--- src/rtl/sgdsp_pkg.sv ---
// Shared definitions for the sgdsp sigma-delta path: accumulator width
// helper, output buffer states and CIC priming depth.
package sgdsp_pkg;

    // The first two comb outputs after reset carry the start-up transient.
    localparam int unsigned PRIME_N = 2;

    typedef enum logic {
        EMPTY,
        FULL
    } buf_state_e;

    // Second-order CIC with R = 2^dec_log2 grows by 2*dec_log2 bits over one input bit.
    function automatic int unsigned acc_width(input int unsigned dec_log2);
        return 2 * dec_log2 + 1;
    endfunction

endpackage

--- src/rtl/sgdsp_strobe_gen.sv ---
// Bit-rate strobe generator: one-cycle pulse every MAX_COUNT+1 clocks.
// Shared by the modulator and decimator so both ends agree on the bit rate.
module sgdsp_strobe_gen #(
    parameter int unsigned COUNT_WIDTH = 4,
    parameter int unsigned MAX_COUNT   = 6
) (
    input  logic CLK_i,
    input  logic RST_i,
    output logic strobe_o
);

    logic [COUNT_WIDTH-1:0] cnt_q;

    assign strobe_o = (cnt_q == COUNT_WIDTH'(MAX_COUNT));

    // Free-running counter 0..MAX_COUNT, wrapping on the strobe cycle.
    always_ff @(posedge CLK_i) begin
        if (RST_i) begin
            cnt_q <= '0;
        end else if (strobe_o) begin
            cnt_q <= '0;
        end else begin
            cnt_q <= cnt_q + 1'b1;
        end
    end

endmodule

--- src/rtl/sgdsp_decimator.sv ---
// Receive side of the sgdsp path: second-order CIC decimator turning a
// 1-bit PDM stream into multi-bit samples behind a valid/ready buffer.
// Build option: define SGDSP_SIGNED_OUT_EN to emit two's-complement samples
// centred on zero (c2 - R^2/2) instead of the unsigned ones count.
module sgdsp_decimator
    import sgdsp_pkg::*;
#(
    parameter int unsigned COUNT_WIDTH = 4,
    parameter int unsigned MAX_COUNT   = 6,
    parameter int unsigned DEC_LOG2    = 5
) (
    input  logic                  CLK_i,
    input  logic                  RST_i,
    input  logic                  PDM_i,
    output logic [2*DEC_LOG2:0]   SAMPLE_o,
    output logic                  VALID_o,
    input  logic                  READY_i,
    output logic                  OVERRUN_o
);

    localparam int unsigned ACC_W = acc_width(DEC_LOG2);

    logic              strobe;
    logic              pdm_s1_q, pdm_s2_q;
    logic [ACC_W-1:0]  i1_q, i2_q, i1_new, i2_new;
    logic [DEC_LOG2-1:0] dcnt_q;
    logic              dec_evt_q;
    logic [ACC_W-1:0]  i2_dly_q, c1_dly_q, c1, c2, sample_val;
    logic [1:0]        prime_q;
    logic              primed, new_sample;
    buf_state_e        state_q;
    logic [ACC_W-1:0]  sample_q;
    logic              valid_q, overrun_q;

    sgdsp_strobe_gen #(
        .COUNT_WIDTH (COUNT_WIDTH),
        .MAX_COUNT   (MAX_COUNT)
    ) u_strobe (
        .CLK_i    (CLK_i),
        .RST_i    (RST_i),
        .strobe_o (strobe)
    );

    // Two-flop synchronizer for the asynchronous pin.
    always_ff @(posedge CLK_i) begin
        if (RST_i) begin
            pdm_s1_q <= 1'b0;
            pdm_s2_q <= 1'b0;
        end else begin
            pdm_s1_q <= PDM_i;
            pdm_s2_q <= pdm_s1_q;
        end
    end

    // Integrator and comb arithmetic; all wrap modulo 2^ACC_W by design.
    always_comb begin
        i1_new = i1_q + ACC_W'(pdm_s2_q);
        i2_new = i2_q + i1_new;
        c1     = i2_q - i2_dly_q;
        c2     = c1 - c1_dly_q;
`ifdef SGDSP_SIGNED_OUT_EN
        sample_val = c2 - ACC_W'(1 << (2 * DEC_LOG2 - 1));
`else
        sample_val = c2;
`endif
    end

    assign primed     = (prime_q == 2'(PRIME_N));
    assign new_sample = dec_evt_q && primed;

    // Integrators and decimation counter advance on strobe cycles only.
    always_ff @(posedge CLK_i) begin
        if (RST_i) begin
            i1_q      <= '0;
            i2_q      <= '0;
            dcnt_q    <= '0;
            dec_evt_q <= 1'b0;
        end else begin
            dec_evt_q <= strobe && (dcnt_q == '1);
            if (strobe) begin
                i1_q   <= i1_new;
                i2_q   <= i2_new;
                dcnt_q <= dcnt_q + 1'b1;
            end
        end
    end

    // Comb delays and priming run the cycle after the decimation event,
    // once i2 holds its post-update value.
    always_ff @(posedge CLK_i) begin
        if (RST_i) begin
            i2_dly_q <= '0;
            c1_dly_q <= '0;
            prime_q  <= '0;
        end else if (dec_evt_q) begin
            i2_dly_q <= i2_q;
            c1_dly_q <= c1;
            if (!primed) begin
                prime_q <= prime_q + 1'b1;
            end
        end
    end

    // Single-entry output buffer; a new sample always wins, flagging overrun
    // only when the previous one was never accepted.
    always_ff @(posedge CLK_i) begin
        if (RST_i) begin
            state_q   <= EMPTY;
            sample_q  <= '0;
            valid_q   <= 1'b0;
            overrun_q <= 1'b0;
        end else begin
            unique case (state_q)
                EMPTY: begin
                    if (new_sample) begin
                        sample_q <= sample_val;
                        valid_q  <= 1'b1;
                        state_q  <= FULL;
                    end
                end
                FULL: begin
                    if (new_sample) begin
                        sample_q <= sample_val;
                        valid_q  <= 1'b1;
                        if (!READY_i) begin
                            overrun_q <= 1'b1;
                        end
                    end else if (READY_i) begin
                        valid_q <= 1'b0;
                        state_q <= EMPTY;
                    end
                end
                default: begin
                    state_q <= EMPTY;
                    valid_q <= 1'b0;
                end
            endcase
        end
    end

    assign SAMPLE_o  = sample_q;
    assign VALID_o   = valid_q;
    assign OVERRUN_o = overrun_q;

endmodule

--- config.mk ---
export PLATFORM = sky130hd
export DESIGN_NAME = sgdsp_decimator
export DESIGN_NICKNAME = d
export VERILOG_FILES = /design/src/rtl/sgdsp_pkg.sv /design/src/rtl/sgdsp_strobe_gen.sv /design/src/rtl/sgdsp_decimator.sv
export SDC_FILE = /design/constraint.sdc
export NUM_CORES = 1
export LEC_CHECK = 0
export ABC_CLOCK_PERIOD_IN_PS = 6900
export CAP_MARGIN = 20
export CORE_ASPECT_RATIO = 0.8
export CORE_MARGIN = 3
export CORE_UTILIZATION = 55
export CTS_BUF_LIST = sky130_fd_sc_hd__clkbuf_4 sky130_fd_sc_hd__clkbuf_8
export CTS_CLUSTER_SIZE = 12
export DETAILED_ROUTE_END_ITERATION = 6
export GPL_TIMING_DRIVEN = 0
export PLACE_DENSITY = 0.73
export SLEW_MARGIN = 20
export SYNTH_ARGS = -nofsm -noshare
export SYNTH_HDL_FRONTEND = slang
export SYNTH_SLANG_ARGS = --single-unit
--- constraint.sdc ---
create_clock -name CLK_i -period 6.9 [get_ports CLK_i]
set_clock_uncertainty 0.05 [all_clocks]
set_input_delay 1.725 -clock CLK_i [delete_from_list [all_inputs] [get_ports CLK_i]]
set_output_delay 1.725 -clock CLK_i [all_outputs]
set_load 0.05 [all_outputs]
==> Word-level counts from Yosys, hierarchy flattened <==
Cells that the tools add are included.
Widths: inputs -> output; s select.
{ "classes": {"div": 0, "eq_ne": 5, "shift": 0, "add_sub_neg": 7, "magnitude_cmp": 0, "n_mux": 9, "bitwise": 3, "n_reduce_logical": 6, "multipliers": 0} }
{ "ops": {"columns": ["operator", "n"], "rows": [
  ["$sub 11x11->11", 2],
  ["$add 11x1->11", 1],
  ["$add 11x11->11", 1],
  ["$mux 11", 1],
  ["$mux 1", 6],
  ["$add 5x1->5 const B", 1],
  ["$eq 5x5->1 const B", 1],
  ["$add 4x1->4 const B", 1],
  ["$eq 4x3->1 const B", 1],
  ["$pmux 1 s2", 2],
  ["$reduce_and 2->1", 2],
  ["$ne 3x3->1 const B", 1],
  ["$not 1->1", 3],
  ["$reduce_and 3->1", 1],
  ["$add 2x1->2 const B", 1],
  ["$eq 2x2->1 const B", 1],
  ["$logic_and 1x1->1", 2],
  ["$ne 2x2->1 const B", 1],
  ["$reduce_or 2->1", 1]
]} }
{ "word_totals": {"mem_bits_rw": 0, "out_inout_bits": 13, "n_memories": 0, "inputBits": 4, "rom_bits": 0, "wordCells": 44, "register_bits": 72, "latchBits": 0} }

==> Depth between registers and ports, before layout <==
{ "logic_depth": {"ltp_word": 4, "ltp_mapped": 16, "mapped_depth_nobuf": 16} }

==> Hierarchy <==
A second synthesis with hierarchy kept.
{ "unflattened": {"hier_cells": 465, "hier_area_um2": 4116.4} }
{ "by_module_without_submodules": {"columns": ["mod", "cells_each", "n_inst", "seq_area_each_um2", "area_per_inst_um2"], "rows": [
  ["sgdsp_decimator", 445, 1, 1361.3, 3935.0],
  ["sgdsp_strobe_gen", 20, 1, 80.1, 181.4]
]} }

==> Least setup slack after synthesis <==
Ideal clock, no wire load.
{ "synth_timing": {"kind": "register to register", "from": "reg i2_q[0]", "to": "reg sample_q[10], in the netlist SAMPLE_o[10]", "t_required_ns": 6.735, "path_buffers": 0, "setup_slack_ns": 3.768, "stages_incl_launch_ff": 16, "setup_ns": 0.115, "period_less_slack_ns": 3.132, "t_arrival_ns": 2.967, "cell_sequence": "dfxtp_1 > inv_1 > ha_1 > inv_1 > fa_1 > a211oi_2 > o21bai_1 > a21oi_1 > xnor2_1 > ha_1 > and2_1 > o21ai_0 > nor4b_1 > nand4b_1 > xnor2_1 > a31o_1"} }
{ "synth_via": {"elab_chain_cells": 3} }
{ "synth_rtl": {"columns": ["item", "line", "source"], "rows": [
  ["start: declaration", "sgdsp_decimator.sv:25", "logic [ACC_W-1:0] i1_q, i2_q, i1_new, i2_new;"],
  ["start signal: assignment", "sgdsp_decimator.sv:82", "i2_q <= i2_new;"],
  ["$sub 11x11->11", "sgdsp_decimator.sv:59", "c1 = i2_q - i2_dly_q;"],
  ["named net c1[6]", "sgdsp_decimator.sv:28", "logic [ACC_W-1:0] i2_dly_q, c1_dly_q, c1, c2, sample_val;"],
  ["$sub 11x11->11", "sgdsp_decimator.sv:60", "c2 = c1 - c1_dly_q;"],
  ["$mux 11", "sgdsp_decimator.sv:115, sgdsp_decimator.sv:122", null],
  ["end signal: assignment", "sgdsp_decimator.sv:116", "sample_q <= sample_val;"],
  ["end signal: assignment", "sgdsp_decimator.sv:123", "sample_q <= sample_val;"],
  ["end: declaration", "sgdsp_decimator.sv:32", "logic [ACC_W-1:0] sample_q;"]
]} }
The timed path passes the listed nets, and every way through them passes these cells. The select of a mux whose other input is x is not followed.
A chain may end at the register's enable or synchronous reset.

==> Worst setup path in the final report <==
{ "layout_timing": {"from": "in RST_i", "to": "reg valid_q, in the netlist VALID_o"} }
{ "layout_lines": {"columns": ["item", "line", "source"], "rows": [
  ["start: declaration", "sgdsp_decimator.sv:13", "input logic RST_i,"],
  ["end signal: assignment", "sgdsp_decimator.sv:110", "valid_q <= 1'b0;"],
  ["end signal: assignment", "sgdsp_decimator.sv:117", "valid_q <= 1'b1;"],
  ["end signal: assignment", "sgdsp_decimator.sv:124", "valid_q <= 1'b1;"],
  ["end: declaration", "sgdsp_decimator.sv:33", "logic valid_q, overrun_q;"]
]} }
No word-level cell between the ends.

==> impl_metrics.json <==
{
  "antenna_found_initial": 0,
  "fmax_mhz": 258,
  "seqPwrFrac": 0.505,
  "synth_edf_count": 0,
  "clock_path_buffers": 2,
  "yosysSeqAreaShare": 0.334,
  "use_met3": 0.0388,
  "insertion_delay_ns": 0.35,
  "synthTopCellsByArea": "dfxtp_1 (33%), ha_1 (11%), xnor2_1 (4.9%)",
  "synth.distinct_cells": 59,
  "ant_nets": 0,
  "hpwl_mm": 7.40,
  "core_um2": 7500,
  "postCtsSetupBuffers": 0,
  "finalSetupViolCount": 0,
  "status": "finished, final reports clean",
  "fillCellCount": 646,
  "tns_ns": 0,
  "postLayoutCoreUtil": 0.643,
  "num_vias": 3766,
  "numCtsBuffers": 9,
  "overflow": 0,
  "end_kind": "flop",
  "period_needed_ns": 3.87,
  "hold_depth": 1,
  "cap_violations": 0,
  "first_iter_violations": 218,
  "routed_wl_mm": 9.96,
  "root_buffer": "clkbuf_8",
  "synth-seq-cells": 72,
  "power_frac_comb": 0.046,
  "via_per_inst": 5.80,
  "holdBufCountCts": 0,
  "finalHoldViolations": 0,
  "cts_resized": 0,
  "final_max_slew_viol_count": 0,
  "area_growth_pct": 11.8,
  "dr.pass1.iters": 5,
  "met1_usage": 0.341,
  "synth_top_area_share": 0.334,
  "synthCells": 513,
  "tightest_slew_ns": 0.839,
  "p_int_w": 0.000634,
  "fp-row-count": 28,
  "netlist.top_cell.by_area": "dfxtp_1",
  "hold_class": "reg2reg",
  "period_share": 0.561,
  "dieArea_um2": 8940,
  "syn-cell-area_um2": 4310,
  "synth_nets": 557,
  "synth_flop_cell": "dfxtp_1",
  "switchingPower_w": 0.000196,
  "grt_pass1_wl_mm": 17.3,
  "syn_avg_cell_area_um2": 8.40,
  "drive_above_1_share": 0.0478,
  "clkPwrFrac": 0.449,
  "cts_sinks": 72,
  "swShare": 0.236,
  "fp.dieH_um": 85.2,
  "pwr_density_cell_nw_per_um2": 172,
  "place_congestion": 0.903,
  "io_buffers": 16,
  "p_leak_nw": 1.73,
  "crit_fanout": 10,
  "hold_slack_ns": 0.398,
  "crit_path_start_kind": "input pin",
  "worstRegToRegCells": 16,
  "synth.yosys.warnings": 0,
  "io-pin-count": 17,
  "required_ns": 7.07,
  "h-tree-depth": 3,
  "crit_type": "in2reg",
  "nets": 584,
  "start_util": 0.575,
  "fp.dieW_um": 105,
  "peakVddDrop_mv": 0.122,
  "routedWlPerCell_um": 15.3,
  "cts.clk_slew.worst_paths_ns": 0.08,
  "dpl-instance-area_um2": 4600,
  "drc": 0,
  "rsz0062_at_grt": "no",
  "async_flop_share": 0,
  "cts_tree": "yes",
  "grtUsageTotal": 0.239,
  "final_area_um2": 4820,
  "first_global_vias": 3614,
  "diodes": 0,
  "cp.arrival_ns": 4.04,
  "top_usage_layer": "met2",
  "met2_usage": 0.377,
  "grt_start_max_net_pins": 14,
  "slew_headroom": 0.440
}
## kinds of logic (layout without fill, tap and decap cells)
kind of cell | count (synthesis) | after routing | share of synthesized area
flops | 72 | 72 | 0.334
fa+ha+maj | 40 | 40 | 0.121
mux | 17 | 17 | 0.0395
buf+inv | 51 | 82 | 0.0464
xor+xnor | 37 | 37 | 0.0752
simple gates | 179 | 179 | 0.203
compound gates | 117 | 117 | 0.180
## registers in the layout, indices dropped and copies added, names as in the netlist, 2 cells and up
signal	cells
i2_q	11
u_strobe.cnt_q	4
dcnt_q	5
i1_q	11
c1_dly_q	11
prime_q	2
i2_dly_q	11
SAMPLE_o	11
## metal layers
layer | wire, µm | part of all wire | up-vias
met1 | 4910 | 0.49 | 1773
li1 | - | - | 1872
met5 | 0 | 0 | -
met2 | 4340 | 0.44 | 110
met3 | 591 | 0.059 | 11
met4 | 121 | 0.012 | 0
## critical path: stages
cell	delay, ns
clkdlybuf4s50_1	0.66
clkbuf_1	0.46
clkbuf_1	0.46
buf_1	0.58
nor2_1	0.14
## worst paths after layout
path                                from           end  slack, ns
worst max-delay path               RST_i       VALID_o       3.03
worst max register to register   i2_q[0]  SAMPLE_o[10]       3.29
worst min-delay path            pdm_s1_q      pdm_s2_q       0.40
worst min register to register  pdm_s1_q      pdm_s2_q       0.40
## placed cells by master, fill, tap and decap left out, types with 3 or more instances in the layout
| cell type | n |
|---|---|
| inv_1 | 28 |
| dfxtp_1 | 72 |
| xor2_1 | 13 |
| clkdlybuf4s50_1 | 16 |
| o211ai_1 | 5 |
| nand2_1 | 49 |
| o21a_1 | 7 |
| o21ai_0 | 18 |
| clkbuf_8 | 9 |
| ha_1 | 37 |
| a31oi_1 | 6 |
| nor2b_1 | 5 |
| nand3_1 | 14 |
| or3_1 | 13 |
| o21bai_1 | 5 |
| a21oi_1 | 39 |
| a211oi_1 | 6 |
| mux2i_1 | 17 |
| and2_1 | 3 |
| a21o_1 | 7 |
| nor3_1 | 18 |
| nor4b_1 | 5 |
| buf_1 | 8 |
| and3_1 | 4 |
| fa_1 | 3 |
| nor2_1 | 51 |
| clkbuf_1 | 12 |
| xnor2_1 | 24 |
| nand4_1 | 3 |
## Yosys cell counts, drive strengths merged, types with 2 or more instances
cell type	count
inv	28
o21bai	5
xor2	13
or3	13
a21oi	39
nor3	18
clkbuf	12
buf	10
nand4	3
mux2i	17
a211oi	8
a31oi	6
and2	3
nor4b	5
nor2	51
o211ai	6
a211o	2
nand3b	2
a21o	7
nor3b	2
nand2	49
o211a	2
o21ai	19
nand3	14
nor2b	5
a2111oi	2
ha	37
and3	4
o41ai	2
or4	2
nand4b	2
o21a	7
xnor2	24
fa	3
a21boi	2
dfxtp	72
## final cells by class
cell class	count	area, µm²	area share
inverter	29	109	0.0226
multi-input combinational	390	2670	0.554
tap	105	131	0.0273
clock buffer	9	124	0.0257
clock inverter	6	92.6	0.0192
timing repair buffer	16	160	0.0332
sequential	72	1440	0.299
buffer	22	91.3	0.0190
## per-stage QoR
step           total power (W)  cells  worst slack [ns]
2_1_floorplan         0.000454    513              3.77
3_3_place_gp          0.000466    634              2.66
3_5_place_dp          0.000467    634              2.64
4_1_cts               0.000836    649              3.02
5_1_grt               0.000862    649              2.84
6_report              0.000830    649              3.03
## power groups by stage
| stage | logic, W | registers [W] | clock network [W] |
|---|---|---|---|
| 2_1_floorplan | 0.0000252 | 0.000429 | 0 |
| 3_3_place_gp | 0.0000370 | 0.000429 | 0 |
| 3_5_place_dp | 0.0000376 | 0.000429 | 0 |
| 4_1_cts | 0.0000379 | 0.000419 | 0.000379 |
| 5_1_grt | 0.0000425 | 0.000420 | 0.000400 |
| 6_report | 0.0000381 | 0.000419 | 0.000372 |
(Power assumes the default switching activity.)
